**config.mk**
```make
export PLATFORM = sky130hd
export DESIGN_NAME = baw_card_eval
export DESIGN_NICKNAME = d
export VERILOG_FILES = /design/src/rtl/baw_pkg.sv /design/src/rtl/baw_onehot_enc.sv /design/src/rtl/baw_card_eval.sv
export SDC_FILE = /design/constraint.sdc
export NUM_CORES = 1
export LEC_CHECK = 0
export BUFFER_PORTS_ARGS = -buffer_cell sky130_fd_sc_hd__buf_4
export CAP_MARGIN = 20
export CORE_UTILIZATION = 30
export CTS_BUF_LIST = sky130_fd_sc_hd__clkbuf_8
export DETAILED_ROUTE_END_ITERATION = 10
export GPL_TIMING_DRIVEN = 0
export PLACE_DENSITY_LB_ADDON = 0.08
export SYNTH_ARGS = -nofsm -noshare
export SYNTH_HDL_FRONTEND = slang
export SYNTH_SLANG_ARGS = --single-unit
```
**constraint.sdc**
```tcl
create_clock -name clk -period 1.1 [get_ports clk]
set_clock_uncertainty 0.2 [all_clocks]
set_input_delay 0.055 -clock clk [delete_from_list [all_inputs] [get_ports clk]]
set_output_delay 0.055 -clock clk [all_outputs]
set_load 0.01 [all_outputs]
```
**src/rtl/baw_pkg.sv**
```systemverilog
// ----------------------------------------------------------------------------
// baw_pkg
//   Shared constants and helpers for the Black-and-White card game evaluation
//   datapath. Cards take values 0..NCARDS-1. Odd values are black and even
//   values are white.
//   Contents:
//     NCARDS               number of cards (fixed at 9)
//     MATCH_*              match_result encodings
//     BLACK_MASK           hand-mask bits that hold black cards (1,3,5,7)
//     WHITE_MASK           hand-mask bits that hold white cards (0,2,4,6,8)
//     popcount9()          set-bit count of a 9-bit hand mask
// ----------------------------------------------------------------------------
package baw_pkg;

    localparam int unsigned NCARDS = 9;

    localparam logic [1:0] MATCH_DRAW = 2'b00;
    localparam logic [1:0] MATCH_P1   = 2'b01;
    localparam logic [1:0] MATCH_P2   = 2'b10;
    localparam logic [1:0] MATCH_INV  = 2'b11;

    localparam logic [NCARDS-1:0] BLACK_MASK = 9'b010101010;
    localparam logic [NCARDS-1:0] WHITE_MASK = 9'b101010101;

    // At most 5 bits survive either colour mask, so 4 bits never overflow.
    function automatic logic [3:0] popcount9(input logic [NCARDS-1:0] v);
        logic [3:0] c;
        c = '0;
        for (int unsigned i = 0; i < NCARDS; i++) begin
            c = c + {3'b000, v[i]};
        end
        return c;
    endfunction

endpackage : baw_pkg

```
**src/rtl/baw_onehot_enc.sv**
```systemverilog
// ----------------------------------------------------------------------------
// baw_onehot_enc
//   Converts a player's card selection into a card value.
//   The value is the index of the highest set bit. An all-zero selection
//   gives value 0. The flag reports whether exactly one bit was set.
//   Ports:
//     i_sel     in   9  card selection, bit i = card i
//     o_value   out  4  index of highest set bit (0 when i_sel == 0)
//     o_onehot  out  1  exactly one bit of i_sel is set
// ----------------------------------------------------------------------------
module baw_onehot_enc
    import baw_pkg::*;
(
    input  logic [NCARDS-1:0] i_sel,
    output logic [3:0]        o_value,
    output logic              o_onehot
);

    logic w_any;
    logic w_multi;

    // Ascending scan: the last set bit seen is the highest one.
    always_comb begin
        o_value = '0;
        for (int unsigned i = 0; i < NCARDS; i++) begin
            if (i_sel[i]) begin
                o_value = 4'(i);
            end
        end
    end

    // x & (x-1) clears the lowest set bit, so any remainder means >1 bit set.
    assign w_any    = |i_sel;
    assign w_multi  = |(i_sel & (i_sel - 9'd1));
    assign o_onehot = w_any & ~w_multi;

endmodule : baw_onehot_enc

```
**src/rtl/baw_card_eval.sv**
```systemverilog
// ----------------------------------------------------------------------------
// baw_card_eval
//   Evaluation datapath for the two-player Black-and-White card game.
//   - Registers the black/white card counts of each hand every cycle.
//   - On eval_en, captures both encoded selections and the match result.
//   Configuration macro:
//     BAW_ZERO_BEATS_EIGHT_EN  when defined, a valid 0 beats a valid 8.
//   Ports:
//     clk            in   1  rising-edge clock
//     reset          in   1  asynchronous active-high reset
//     p1_card        in   9  P1 remaining cards
//     p2_card        in   9  P2 remaining cards
//     p1_sel         in   9  P1 selection (expected one-hot)
//     p2_sel         in   9  P2 selection (expected one-hot)
//     eval_en        in   1  capture selections and compare
//     p1_black       out  4  black cards in p1_card
//     p1_white       out  4  white cards in p1_card
//     p2_black       out  4  black cards in p2_card
//     p2_white       out  4  white cards in p2_card
//     p1_hand        out  4  captured P1 card value
//     p2_hand        out  4  captured P2 card value
//     p1_hand_black  out  1  p1_hand[0]
//     p2_hand_black  out  1  p2_hand[0]
//     hand_valid     out  1  both captured selections were one-hot
//     match_result   out  2  00 draw, 01 P1, 10 P2, 11 invalid
// ----------------------------------------------------------------------------
module baw_card_eval
    import baw_pkg::*;
(
    input  logic              clk,
    input  logic              reset,
    input  logic [NCARDS-1:0] p1_card,
    input  logic [NCARDS-1:0] p2_card,
    input  logic [NCARDS-1:0] p1_sel,
    input  logic [NCARDS-1:0] p2_sel,
    input  logic              eval_en,
    output logic [3:0]        p1_black,
    output logic [3:0]        p1_white,
    output logic [3:0]        p2_black,
    output logic [3:0]        p2_white,
    output logic [3:0]        p1_hand,
    output logic [3:0]        p2_hand,
    output logic              p1_hand_black,
    output logic              p2_hand_black,
    output logic              hand_valid,
    output logic [1:0]        match_result
);

    logic [3:0] w_p1_val;
    logic [3:0] w_p2_val;
    logic       w_p1_oh;
    logic       w_p2_oh;
    logic [1:0] w_result;

    logic [3:0] r_p1_black;
    logic [3:0] r_p1_white;
    logic [3:0] r_p2_black;
    logic [3:0] r_p2_white;
    logic [3:0] r_p1_hand;
    logic [3:0] r_p2_hand;
    logic       r_hand_valid;
    logic [1:0] r_match;

    baw_onehot_enc u_p1_enc (
        .i_sel    (p1_sel),
        .o_value  (w_p1_val),
        .o_onehot (w_p1_oh)
    );

    baw_onehot_enc u_p2_enc (
        .i_sel    (p2_sel),
        .o_value  (w_p2_val),
        .o_onehot (w_p2_oh)
    );

    always_comb begin
        w_result = MATCH_DRAW;
        if (!(w_p1_oh && w_p2_oh)) begin
            w_result = MATCH_INV;
        end
`ifdef BAW_ZERO_BEATS_EIGHT_EN
        else if (w_p1_val == 4'd0 && w_p2_val == 4'd8) begin
            w_result = MATCH_P1;
        end
        else if (w_p1_val == 4'd8 && w_p2_val == 4'd0) begin
            w_result = MATCH_P2;
        end
`endif
        else if (w_p1_val > w_p2_val) begin
            w_result = MATCH_P1;
        end
        else if (w_p2_val > w_p1_val) begin
            w_result = MATCH_P2;
        end
    end

    always_ff @(posedge clk or posedge reset) begin
        if (reset) begin
            r_p1_black   <= '0;
            r_p1_white   <= '0;
            r_p2_black   <= '0;
            r_p2_white   <= '0;
            r_p1_hand    <= '0;
            r_p2_hand    <= '0;
            r_hand_valid <= 1'b0;
            r_match      <= MATCH_DRAW;
        end else begin
            r_p1_black <= popcount9(p1_card & BLACK_MASK);
            r_p1_white <= popcount9(p1_card & WHITE_MASK);
            r_p2_black <= popcount9(p2_card & BLACK_MASK);
            r_p2_white <= popcount9(p2_card & WHITE_MASK);
            if (eval_en) begin
                r_p1_hand    <= w_p1_val;
                r_p2_hand    <= w_p2_val;
                r_hand_valid <= w_p1_oh & w_p2_oh;
                r_match      <= w_result;
            end
        end
    end

    assign p1_black      = r_p1_black;
    assign p1_white      = r_p1_white;
    assign p2_black      = r_p2_black;
    assign p2_white      = r_p2_white;
    assign p1_hand       = r_p1_hand;
    assign p2_hand       = r_p2_hand;
    assign p1_hand_black = r_p1_hand[0];
    assign p2_hand_black = r_p2_hand[0];
    assign hand_valid    = r_hand_valid;
    assign match_result  = r_match;

endmodule : baw_card_eval

```
# Yosys cells after proc, flatten, opt, wreduce, memory -nomap -nowiden
# Cells that the tools add are included.
# op_classes
n_addsub,16
order_cmp,2
reduce_logical,5
n_bitwise,7
muxes,19
# ops
op,n
9-bit OR reduction,4
3-bit 2-to-1 mux,8
9-bit AND,2
9-bit by 1-bit subtractor with 9-bit output (second input constant),2
3-bit by 1-bit adder with 4-bit output,4
2-bit 2-to-1 mux,7
2-bit by 1-bit adder with 3-bit output,4
1-bit by 1-bit adder with 2-bit output,4
4-bit by 1-bit adder with 4-bit output,2
4-bit greater-than comparator,2
4-bit 2-to-1 mux,2
1-bit AND,3
1-bit 2-to-1 mux,2
1-bit inverter,2
1-bit logical AND,1
# word_totals
output_inout_bits,29
in_bits,39
reg_bits,27

# Depth between registers and ports, before layout
# logic_depth
depth_word,12
mapped_depth,10
depth_no_buf,10

# Hierarchy
# A second synthesis with hierarchy kept.
# unflattened
cells_unflattened,151
hier_area_um2,1576.5
# by_module_without_submodules
mod,cells_each,seq_area_each_um2,area_per_inst_um2,n_inst
baw_card_eval,91,575.6,1136.1,1
baw_onehot_enc,30,0.0,220.2,2

# Worst setup path before layout
# OpenSTA, ideal clock, no wires.
# synth_timing
path_kind,in2reg
start,input p2_sel[1]
end,register r_match[0] (netlist: match_result[0])
setup_ps,132
required_time_ps,768
setup_slack_ps,-521
cell_stages,5
n_path_buf,0
t_arrival_ps,1289
cell_sequence,or4_4 > a21oi_1 > nand4b_1 > nor4b_2 > a21oi_1
# synth_via
elab_chain_cells,11
word_cells_on_any_way,18
cone_classes,add/sub: 1; order compare: 1; mux: 10; bitwise: 3; reduce/logical: 3
# synth_rtl
element,line_no,text
start: declaration,baw_card_eval.sv:35,"input logic [NCARDS-1:0] p2_sel,"
1-bit 2-to-1 mux,baw_onehot_enc.sv:26,if (i_sel[i]) begin
2-bit 2-to-1 mux (2 in a row),baw_onehot_enc.sv:26,
3-bit 2-to-1 mux (4 in a row),baw_onehot_enc.sv:26,
4-bit 2-to-1 mux,baw_onehot_enc.sv:26,
4-bit greater-than comparator,baw_card_eval.sv:89,else if (w_p1_val > w_p2_val) begin
2-bit 2-to-1 mux,baw_card_eval.sv:89,
2-bit 2-to-1 mux *,baw_card_eval.sv:78,if (!(w_p1_oh && w_p2_oh)) begin
end signal: assignment,baw_card_eval.sv:116,r_match <= w_result;
end: declaration,baw_card_eval.sv:62,logic [1:0] r_match;
# Every way passes the cells marked *; elsewhere a longest branch is shown, timed or not.
# A chain may end at the register's enable or synchronous reset.

# Final worst setup path
# layout_timing
start,input p2_sel[0]
end,register r_match[0] (netlist: match_result[0])
# layout_via
elab_chain_cells,7
word_cells_on_any_way,8
cone_classes,add/sub: 1; mux: 1; bitwise: 3; reduce/logical: 3
# layout_rtl
element,line_no,text
9-bit by 1-bit subtractor with 9-bit output,baw_onehot_enc.sv:34,assign w_multi = |(i_sel & (i_sel - 9'd1));
9-bit AND,baw_onehot_enc.sv:34,
9-bit OR reduction,baw_onehot_enc.sv:34,
1-bit inverter,baw_onehot_enc.sv:35,assign o_onehot = w_any & ~w_multi;
1-bit AND *,baw_onehot_enc.sv:35,
1-bit logical AND *,baw_card_eval.sv:78,
2-bit 2-to-1 mux *,baw_card_eval.sv:78,
# Marks and branches as above.

==> results.md <==
- Outcome: complete, but fails checks
- Failing checks: hold timing, setup timing
- Top area cells in the synthesized netlist: dfrtp_1, ha_1, fa_1, inv_1, a21oi_1
- Hold Crit Class: input port to asynchronous set/reset pin
- Crit end category: flop
- Flop2flop setup slack: ~0.10 ns
- GRT Util Overall: 0.141
- Synth async-reset ratio: 1.00
- Cell variety after synth: 34
- DR iter-0 viols: 36
- Skew-Pair Late Insertion Delay: ~0.26 ns
- #FFs+latches synth: 23
- Worst hold slack: -0.236 ns
- Final ANT Viol Nets: 0
- Routed length per instance: approximately 13 um
- Yosys top cell area share: 0.412
- Core region area: between 4000 and 5000 um^2
- PnR Total Power: approximately 0.0023 W
- Antenna violations before repair: 0
- Drt via density: approximately 4.8
- DIE AREA: about 4900 um^2
- Main flop type after synthesis: dfrtp_1
- Finished Layout Cells: 259
- Top post-synthesis cells by count: dfrtp_1, inv_1, a21oi_1
- CP arrival: between 1.5 and 2 ns
- Most frequent cell after synthesis: dfrtp_1
- CTS root buf: clkbuf_8
- Num CTS Buffers: 3
- Slew Viols, Final: 0
- Drt first pass iters: 4
- Max cap viols: 0
- Power per Cell Area: between 1000 and 1500 nW/um^2
- Dpl hpwl: around 2.6 mm
- R2R depth: 1
- Worst-Margin Slew: around 0.86 ns
- Clock sinks: 23
- Hold Vio Cnt, Final: 39
- # placed instances: between 200 and 300
- Worst vdd ir: about 0.65 mV
- First-pass GRT wire length: around 5.6 mm
- H-tree levels: 1
- PortBufs: 62
- Final routed DRC violation total: 0
- Critical Path Source: p2_sel[0]
- Die width: approximately 70 um
- Area leader, netlist: dfrtp_1
- Clock slew at reported path FFs: approximately 0.080 ns
- Total wire length: 3.32 mm
- Avg Cell Area, Syn: 10.4 um^2
- PnR worst setup slack: -0.467 ns
- Share of layout cells above drive strength 1: 0.488
- Worst r2r src: p1_hand[0]
- CTS tree: built
- Mapped Cells: ~140
- Final #Nets: ~260
- Die H: 70.3 um
- Yosys warning total: 0
- Unrepaired setup endpoints after global routing: yes
- Post-Syn Area: roughly 1400 um^2
- Post-synthesis sequential area ratio: 0.412
- FMAX: about 0.64 GHz
- Synth-to-Final Area Change: 57.7%
- GRT overflow: 0
- Worst-case clock buffer depth: 2
- Via Count: about 1,200
- FF-to-FF End: p1_hand[0]
- WP data required: 1.04 ns
- RePlAce Congestion: ~0.75
- Critical path peak fanout: 5
- Ant. Diodes: 0
- Io pins: 68
- Vias in the first global route: between 1,000 and 1,500
- Min Tclk post-route: between 1.5 and 2 ns
- Setup violators final: 11
- Slew HR: 0.427
- Crit Path Class: input port to flop
- Initial core utilization: 0.317
- Largest net degree at the start of global routing: 24
- # rows: 24
- Pleak: 1.05 nW
- CP startpoint kind: input port
- Period utilisation layout: 1.42
- Number of flops mapped to enable cells by yosys: 0
## timing repair
item                                    in CTS  in global routing
gates cloned                                 0                  0
pin swaps                                    4                  3
hold endpoints to repair                    36                 34
endpoints found under the setup margin      15                 16
setup buffers                                1                  0
resized for setup                           19                 12
## flip-flops by register name (all words and copies together) (netlist names)
register      flops
p1_hand           4
p2_hand           4
p1_black          3
p1_white          3
p2_black          3
p2_white          3
match_result      2
hand_valid        1
## placed cells by master (no fill, tap or decap), types with 3 or more instances in the layout
master and count:
a21oi_1 11, buf_4 53, buf_6 14, clkbuf_8 3
conb_1 4, dfrtp_1 23, dlygate4sd3_1 4, fa_1 4
ha_1 4, ha_4 6, inv_1 13, inv_2 4
mux2_2 5, nand2_1 10, nor2_1 5, o21ai_0 8
## kinds of logic after synthesis
kind of cell | after synthesis | share of synthesized area
AOI/OAI and AO/OA | 34 | 0.150
xor gates and xnor gates | 1 | 0.00627
adders and majority gates | 16 | 0.175
buffers and inverters | 25 | 0.0833
DFF | 23 | 0.412
muxes | 5 | 0.0403
other | 1 | 0.00268
and+or+nand+nor | 30 | 0.130
## critical path, cell delays in order
cell     delay, ns
buf_6         0.10
or4_4         0.58
o41ai_1       0.32
nor4b_2       0.24
buf_4         0.16
a21oi_1       0.06
## area by class of cell
cell class / count / area [um^2]
timing repair buffer: 67 / 566
clock inverter: 1 / 3.75
sequential: 23 / 576
clock buffer: 3 / 41.3
multi-input combinational: 90 / 836
tap: 52 / 65.1
buffer: 5 / 35.0
fill: 440 / 2210
inverter: 18 / 82.6
## report_power, final
group          switching, W  internal, W  total (W)
combinational      0.000347     0.000410   0.000757
clock              0.000261     0.000249   0.000510
sequential        0.0000423     0.000948   0.000991
total              0.000650      0.00161    0.00226
## how the worst max path moves through the flow
stage | end | slack, ns | depth (start not counted)
6_report | match_result[0] | -0.47 | 6
5_1_grt | match_result[1] | -0.58 | 7
4_1_cts | match_result[1] | -0.48 | 7
3_5_place_dp | match_result[0] | -0.87 | 5
3_3_place_gp | match_result[0] | -0.85 | 6
2_1_floorplan | match_result[0] | -0.52 | 5
## through the flow
step	utilization	hold slack (ns)	TNS, ns	cell area, um^2	worst slack, ns
3_3_place_gp	0.453	0.0947	-7.03	2000	-0.849
3_5_place_dp	0.453	0.0957	-7.62	2000	-0.870
2_1_floorplan	-	-0.143	-4.07	1470	-0.520
5_1_grt	0.499	-0.186	-2.60	2200	-0.583
6_report	0.499	-0.236	-2.11	2200	-0.467
4_1_cts	0.481	-0.187	-2.08	2120	-0.480
## layer usage
metal | vias to the layer above | global-route usage | wire (um)
li1 | 601 | - | -
met1 | 600 | 0.167 | 1360
met2 | 44 | 0.247 | 1690
met3 | 4 | 0.0303 | 226
met4 | 0 | 0.0533 | 39
met5 | - | 0 | 0
Power figures use the tool's default switching activity.
